`config.mk`:
```
export PLATFORM = sky130hd
export DESIGN_NAME = mac_nibble_sched
export DESIGN_NICKNAME = d
export VERILOG_FILES = /design/src/rtl/mac_nibble_sched.sv
export SDC_FILE = /design/constraint.sdc
export NUM_CORES = 1
export LEC_CHECK = 0
export ABC_CLOCK_PERIOD_IN_PS = 2700
export CAP_MARGIN = 15
export CORE_UTILIZATION = 49
export CTS_BUF_LIST = sky130_fd_sc_hd__clkbuf_16
export CTS_CLUSTER_SIZE = 30
export DETAILED_ROUTE_END_ITERATION = 7
export PLACE_DENSITY = 0.89
export SLEW_MARGIN = 40
export SYNTH_ARGS = -nofsm -noshare
export SYNTH_HDL_FRONTEND = slang
export SYNTH_SLANG_ARGS = --single-unit
```
`constraint.sdc`:
```
create_clock -name clk -period 2.7 [get_ports clk]
set_input_delay 0.27 -clock clk [delete_from_list [all_inputs] [get_ports clk]]
set_output_delay 0.27 -clock clk [all_outputs]
set_load 0.02 [all_outputs]
```
`src/rtl/mac_nibble_sched.sv`:
```
// Sequencer that forms a 16x16 unsigned MAC using one shared registered 4x4 multiplier.
// Define MAC_SEQ_SAT_EN to saturate the accumulator and enable the sticky out_ovf flag.
module mac_nibble_sched #(
    parameter int MUL_LAT = 2,
    parameter int ACC_W   = 40
) (
    input  logic             clk,
    input  logic             rst,
    input  logic             in_valid,
    output logic             in_ready,
    input  logic [15:0]      in_a,
    input  logic [15:0]      in_b,
    input  logic             in_clr,
    output logic             out_valid,
    input  logic             out_ready,
    output logic [ACC_W-1:0] out_acc,
    output logic             out_ovf,
    output logic [3:0]       mul_a,
    output logic [3:0]       mul_b,
    input  logic [7:0]       mul_p,
    output logic             busy
);

    typedef enum logic [1:0] {IDLE, ISSUE, DRAIN, DONE} state_t;

    state_t                       state_q, state_d;
    logic [15:0]                  a_q, a_d;
    logic [15:0]                  b_q, b_d;
    logic [3:0]                   k_q, k_d;
    logic [ACC_W-1:0]             acc_q, acc_d;
    logic [MUL_LAT-1:0]           vld_q, vld_d;
    logic [MUL_LAT-1:0][4:0]      shift_q, shift_d;

    logic                         accept;
    logic                         push;
    logic [4:0]                   issue_shift;
    logic                         pending;
    logic                         drain_done;
    logic [ACC_W-1:0]             addend;

    assign accept      = (state_q == IDLE) && in_valid;
    assign push        = (state_q == ISSUE);
    assign issue_shift = 5'({k_q[1:0], 2'b00}) + 5'({k_q[3:2], 2'b00});
    assign addend      = ACC_W'(mul_p) << shift_q[MUL_LAT-1];

    // Tags travel alongside the multiplier pipeline so each returning product knows its weight.
    always_comb begin
        vld_d      = '0;
        shift_d    = '0;
        vld_d[0]   = push;
        shift_d[0] = issue_shift;
        for (int i = 1; i < MUL_LAT; i++) begin
            vld_d[i]   = vld_q[i-1];
            shift_d[i] = shift_q[i-1];
        end
    end

    always_comb begin
        pending = 1'b0;
        for (int i = 0; i < MUL_LAT - 1; i++) begin
            pending = pending | vld_q[i];
        end
        drain_done = vld_q[MUL_LAT-1] && !pending;
    end

    always_comb begin
        state_d = state_q;
        a_d     = a_q;
        b_d     = b_q;
        k_d     = k_q;
        case (state_q)
            IDLE: begin
                if (accept) begin
                    a_d     = in_a;
                    b_d     = in_b;
                    k_d     = 4'd0;
                    state_d = ISSUE;
                end
            end
            ISSUE: begin
                k_d = k_q + 4'd1;
                if (k_q == 4'd15) begin
                    state_d = DRAIN;
                end
            end
            DRAIN: begin
                if (drain_done) begin
                    state_d = DONE;
                end
            end
            DONE: begin
                if (out_ready) begin
                    state_d = IDLE;
                end
            end
            default: state_d = IDLE;
        endcase
    end

    always_comb begin
        mul_a = 4'd0;
        mul_b = 4'd0;
        if (state_q == ISSUE) begin
            mul_a = a_q[{k_q[1:0], 2'b00} +: 4];
            mul_b = b_q[{k_q[3:2], 2'b00} +: 4];
        end
    end

`ifdef MAC_SEQ_SAT_EN
    logic             ovf_q, ovf_d;
    logic [ACC_W:0]   sum;

    assign sum = {1'b0, acc_q} + {1'b0, addend};

    // A carry out clamps to all-ones; later carries keep it pinned there.
    always_comb begin
        acc_d = acc_q;
        ovf_d = ovf_q;
        if (accept && in_clr) begin
            acc_d = '0;
            ovf_d = 1'b0;
        end else if (vld_q[MUL_LAT-1]) begin
            if (sum[ACC_W]) begin
                acc_d = '1;
                ovf_d = 1'b1;
            end else begin
                acc_d = sum[ACC_W-1:0];
            end
        end
    end

    always_ff @(posedge clk or posedge rst) begin
        if (rst) begin
            ovf_q <= 1'b0;
        end else begin
            ovf_q <= ovf_d;
        end
    end

    assign out_ovf = ovf_q;
`else
    always_comb begin
        acc_d = acc_q;
        if (accept && in_clr) begin
            acc_d = '0;
        end else if (vld_q[MUL_LAT-1]) begin
            acc_d = acc_q + addend;
        end
    end

    assign out_ovf = 1'b0;
`endif

    always_ff @(posedge clk or posedge rst) begin
        if (rst) begin
            state_q <= IDLE;
            a_q     <= '0;
            b_q     <= '0;
            k_q     <= '0;
            acc_q   <= '0;
            vld_q   <= '0;
            shift_q <= '0;
        end else begin
            state_q <= state_d;
            a_q     <= a_d;
            b_q     <= b_d;
            k_q     <= k_d;
            acc_q   <= acc_d;
            vld_q   <= vld_d;
            shift_q <= shift_d;
        end
    end

    assign in_ready  = (state_q == IDLE);
    assign out_valid = (state_q == DONE);
    assign busy      = (state_q != IDLE);
    assign out_acc   = acc_q;

endmodule

```
# Yosys cells after proc, flatten, opt, wreduce, memory -nomap -nowiden
# Cells that the tools add are included.
dict set report word_totals {
  reg_bits 90
  inputBits 45
  out_inout_bits 52
  elab_cells 44
}
dict set report classes {
  add_sub_neg 3
  n_eq_ne 8
  shift 3
  muxes 11
  n_reduce_logical 11
}
# operator n
set op_table {}
lappend op_table {{2-to-1 mux 40 bit} 2}
lappend op_table {{adder 40 bit} 1}
lappend op_table {{left shift 8 x 5 -> 40 bit} 1}
lappend op_table {{variable part select 16 x 5 -> 4 bit} 2}
lappend op_table {{2-to-1 mux 4 bit} 3}
lappend op_table {{2-to-1 mux 2 bit} 4}
lappend op_table {{case mux 2 bit (4 select lines)} 1}
lappend op_table {{case mux 4 bit (2 select lines)} 1}
lappend op_table {{inequality test 2 x 1 -> 1 bit, second input constant} 3}
lappend op_table {{nonzero test 2 bit} 3}
lappend op_table {{adder 4 x 4 -> 5 bit} 1}
lappend op_table {{adder 4 x 1 -> 4 bit, second input constant} 1}
lappend op_table {{equality test 2 bit, second input constant} 2}
lappend op_table {{equality test 4 bit, second input constant} 1}
lappend op_table {{AND reduction 2 bit} 2}
lappend op_table {{AND reduction 4 bit} 1}
lappend op_table {{logical AND 1 bit} 3}
lappend op_table {{equality test 2 x 1 -> 1 bit, second input constant} 1}
lappend op_table {{logical NOT 2 bit} 1}
lappend op_table {{inequality test 2 bit, second input constant} 1}
lappend op_table {{logical NOT 1 bit} 1}

# Logic depth before layout (Yosys ltp)
dict set report depth {
  ltp_word 4
  mapped_depth 14
  depth_no_buf 13
}

# Worst setup path before layout
# Ideal clock, no wire load.
dict set report synth_timing {
  kind {register to register}
  startpoint {reg shift_q[7] in the netlist's numbering}
  endpoint {reg acc_q[34], in the netlist out_acc[34]}
  setup_ps 120
  t_arrival_ps 2874
  path_slack_ps -294
  stages_incl_launch_ff 14
  synth_period_minus_slack_ps 2994
  path_cell_list {dfrtp_1 -> clkbuf_1 -> mux2i_1 -> nor2_1 -> ha_1 -> buf_2 -> nand4_1 -> or2_0 -> or3_1 -> a211o_1 -> a31oi_4 -> a211oi_1 -> mux2i_1 -> nor2_1}
}
dict set report synth_via {
  elab_chain_len 4
}
# item line_no
set synth_rtl {}
lappend synth_rtl {{from (decl)} 32} ;# logic [MUL_LAT-1:0][4:0] shift_q, shift_d;
lappend synth_rtl {{from (signal assigned)} 170} ;# shift_q <= shift_d;
lappend synth_rtl {{left shift 8 x 5 -> 40 bit} 44} ;# assign addend = ACC_W'(mul_p) << shift_q[MUL_LAT-1];
lappend synth_rtl {{adder 40 bit} 147} ;# acc_d = acc_q + addend;
lappend synth_rtl {{2-to-1 mux 40 bit} 146} ;# end else if (vld_q[MUL_LAT-1]) begin
lappend synth_rtl {{2-to-1 mux 40 bit} 144} ;# if (accept && in_clr) begin
lappend synth_rtl {{to (signal assigned)} 160} ;# acc_q <= '0;
lappend synth_rtl {{to (signal assigned)} 168} ;# acc_q <= acc_d;
lappend synth_rtl {{to (decl)} 30} ;# logic [ACC_W-1:0] acc_q, acc_d;
# Every way passes these cells. The select of a mux whose other input is x is not followed.
# A chain may end at the register's enable or synchronous reset.

# Worst setup path after layout
dict set report layout_timing {
  startpoint {reg shift_q[7] in the netlist's numbering}
  endpoint {reg acc_q[36], in the netlist out_acc[36]}
}
# The elaborated chain is that of the path after synthesis.

==> flow_summary.yaml <==
timing:
  drv_slew: 0
  setup_viol: 33
  slew_headroom_pct: 50.8
  rsz0062_at_grt: "true"
  finalCritPeriodShare_pct: 122
  fin_worst_skew_ns: 0.0117
  fmax_ghz: 0.304
  tightest_slew_ns: 0.735
  finalHoldViolCount: 0
  setup_slack_ns: -0.591
  timing.hold.ws_ns: 0.344
  fin_crit_ns: 3.29
cells_and_area:
  n_antenna_cell: 0
  final_cell_mix: "buf_4, clkdlybuf4s50_1, dfrtp_1"
  utilization_pct: 80.0
  drive_gt1_share_pct: 40.1
  multi_input_area_mm2: 0.00460
  fillCellCount: 649
  nNetsFinal: 981
  area_delta_synth_final_pct: 59.3
  layout_commonest_cell: "buf_4"
  regArea_mm2: 0.00215
synthesis:
  synth.avg_cell_area_um2: 9.25
  ys_async_sr_fraction_pct: 100
  synth.largest_area_cell: "dfrtp_1"
  synth_edf_count: 0
  synth_cell_types: 60
  yosysWarnings: 0
  netlist_instances: 652
  synthTopCellsByArea: "dfrtp_1, ha_1, mux2_2"
  synth_top_area_share_pct: 35.7
  ys.flop_type: "dfrtp_1"
  ys_seq_area_share_pct: 35.7
  syn_area_mm2: 0.00603
  synth_fp_nets: 741
  ys_seq_elements: 86
cts:
  cts_tree: "built"
  numCtsBuffers: 9
  clkSinkCount: 86
  clkTransAtPathRegs_ns: 0.07
  cts_max_path_buffers: 2
  root_buffer: "clkbuf_16"
  clkLatencyLatePin_ns: 0.37
  htreeDepth: 3
floorplanning:
  rows: 40
  dieArea_mm2: 0.0127
  die_x_um: 113
  start_util_pct: 50.2
  coreArea_mm2: 0.0120
  die_h_um: 113
  ioPinCount: 97
routing:
  drt_pass1_iterations: 8
  vias: 7085
  wl_mm: 25.8
  routed_via_density: 6.79
  drc: 0
  ant_nets: 0
  post_drt_wl_per_cell_um: 24.7
  drtIter0Drc: 1016
worst_setup_path:
  crit_path_start_kind: "register"
  cp.arrival_ns: 3.55
  cp_top_family: "compound AO/OA/AOI/OAI gates"
  crit_type: "register to register"
  cp_common_cell: "buf_4"
  crit_required_ns: 2.96
  path_buf_inv: 3
  slowest_stage: "dfrtp_2"
  worstPathCellList: "buf_4 -> nor3_4 -> buf_4 -> a22o_4 -> ha_4 -> nand2_1 -> o21bai_2 -> a211oi_2 -> buf_4 -> a2111oi_4 -> o21ai_2 -> o21ai_2 -> a21oi_1 -> a31o_1"
  cp-end-kind: "register"
  crit_fanout: 5
  slowest_delay_ns: 0.46
placement:
  gp_congestion: 0.944
  hpwl_mm: 13.7
  port_buffers: 95
pwr:
  p_leak_uw: 0.00416
  ir_worst_vdd_mv: 0.661
  finalPower_uw: 12600
  power.density_mw_per_mm2: 1310
global_routing:
  grt_pass1_vias: 6767
  grt_antenna_before_repair: 0
  grt_max_degree: 36
  grt_pass1_wl_mm: 34.1
  overflow: 0
  grt.total_usage_pct: 34.4
run_status:
  status: "finished with violations"
  violations: "setup timing"
worst_hold_path:
  min_path_type: "register to register"
run:
  maxCapViolCount: 0
## sequential cells by signal (all words and copies together) (netlist names)
name	count
a_q	16
b_q	16
k_q	4
out_acc	40
shift_d	3
shift_q	3
state_q	2
vld_q	2
## where the power goes
part | switching (uW) | leakage (uW) | internal [uW]
Sequential | 711 | 0.00105 | 1900
Combinational | 4450 | 0.00297 | 4180
Clock | 595 | 0.000140 | 720
## layout make-up
type / instances / area share (%)
repair buffers: 262 / 24.1
clock inverters: 7 / 0.769
well taps: 147 / 1.92
multi-input cells: 519 / 47.9
flip-flops and latches: 86 / 22.4
inverters: 14 / 0.560
clock buffers: 9 / 2.34
## logic make-up (layout without fill, tap and decap cells)
kind of cell	Yosys count	count (layout)	synth area share, %
AND/OR/NAND/NOR	222	222	17.4
AO/OA/AOI/OAI	167	167	18.3
flip-flops	86	86	35.7
multiplexers	66	66	13.3
buffers and inverters	47	292	3.11
adder cells (fa/ha/maj)	44	44	9.38
XOR/XNOR	19	19	2.76
other	1	1	0.0622
## per-layer routing
metal / wire length [um] / track usage [%]
met5: 0 / 0
met2: 12000 / 59.7
met3: 2980 / 6.11
met4: 2020 / 21.1
met1: 8800 / 39.6
## final timing paths
check                      startpoint           to  slack [ns]  cells after the start
setup / recovery           shift_q[7]  out_acc[36]       -0.59                     14
hold / removal             shift_d[7]   shift_q[7]        0.34                      0
setup reg to reg           shift_q[7]  out_acc[36]       -0.59                     14
hold reg to reg            shift_d[7]   shift_q[7]        0.34                      0
max in group asynchronous         rst       b_q[6]        1.57                      3
min in group asynchronous         rst   out_acc[6]        0.35                      2
## stage by stage
step	area, um^2	setup TNS (ns)	cells	worst slack (ns)
finish	9600	-11.51	1044	-0.591
global placement	8050	-10.74	983	-0.531
global route	9600	-14.48	1044	-0.630
CTS	9090	-2.88	1028	-0.270
floorplan	6130	-0.563	652	-0.105
detailed placement	8050	-12.63	983	-0.613
## cells in the mapped netlist, types with 8 or more instances
library cell  count
a21o_1           17
a21oi_1          44
mux4_2            8
nor2_1           73
o21ai_0          38
xnor2_1          11
and2_1           15
nor3_1           22
a211oi_1          9
nand2_1          56
clkbuf_1         22
mux2i_1          25
mux2_2           33
dfrtp_1          86
ha_1             42
xor2_1            8
inv_1            14
nand3_1          16
## timing repair
| item | 4_1_cts | 5_1_grt |
|---|---|---|
| endpoints found under the setup margin | 30 | 29 |
| pin swaps | 35 | 36 |
| resized for setup | 106 | 76 |
| hold buffers | 0 | 0 |
| buffers inserted | 29 | 16 |
| cloned | 0 | 0 |
(Power assumes the default switching activity.)
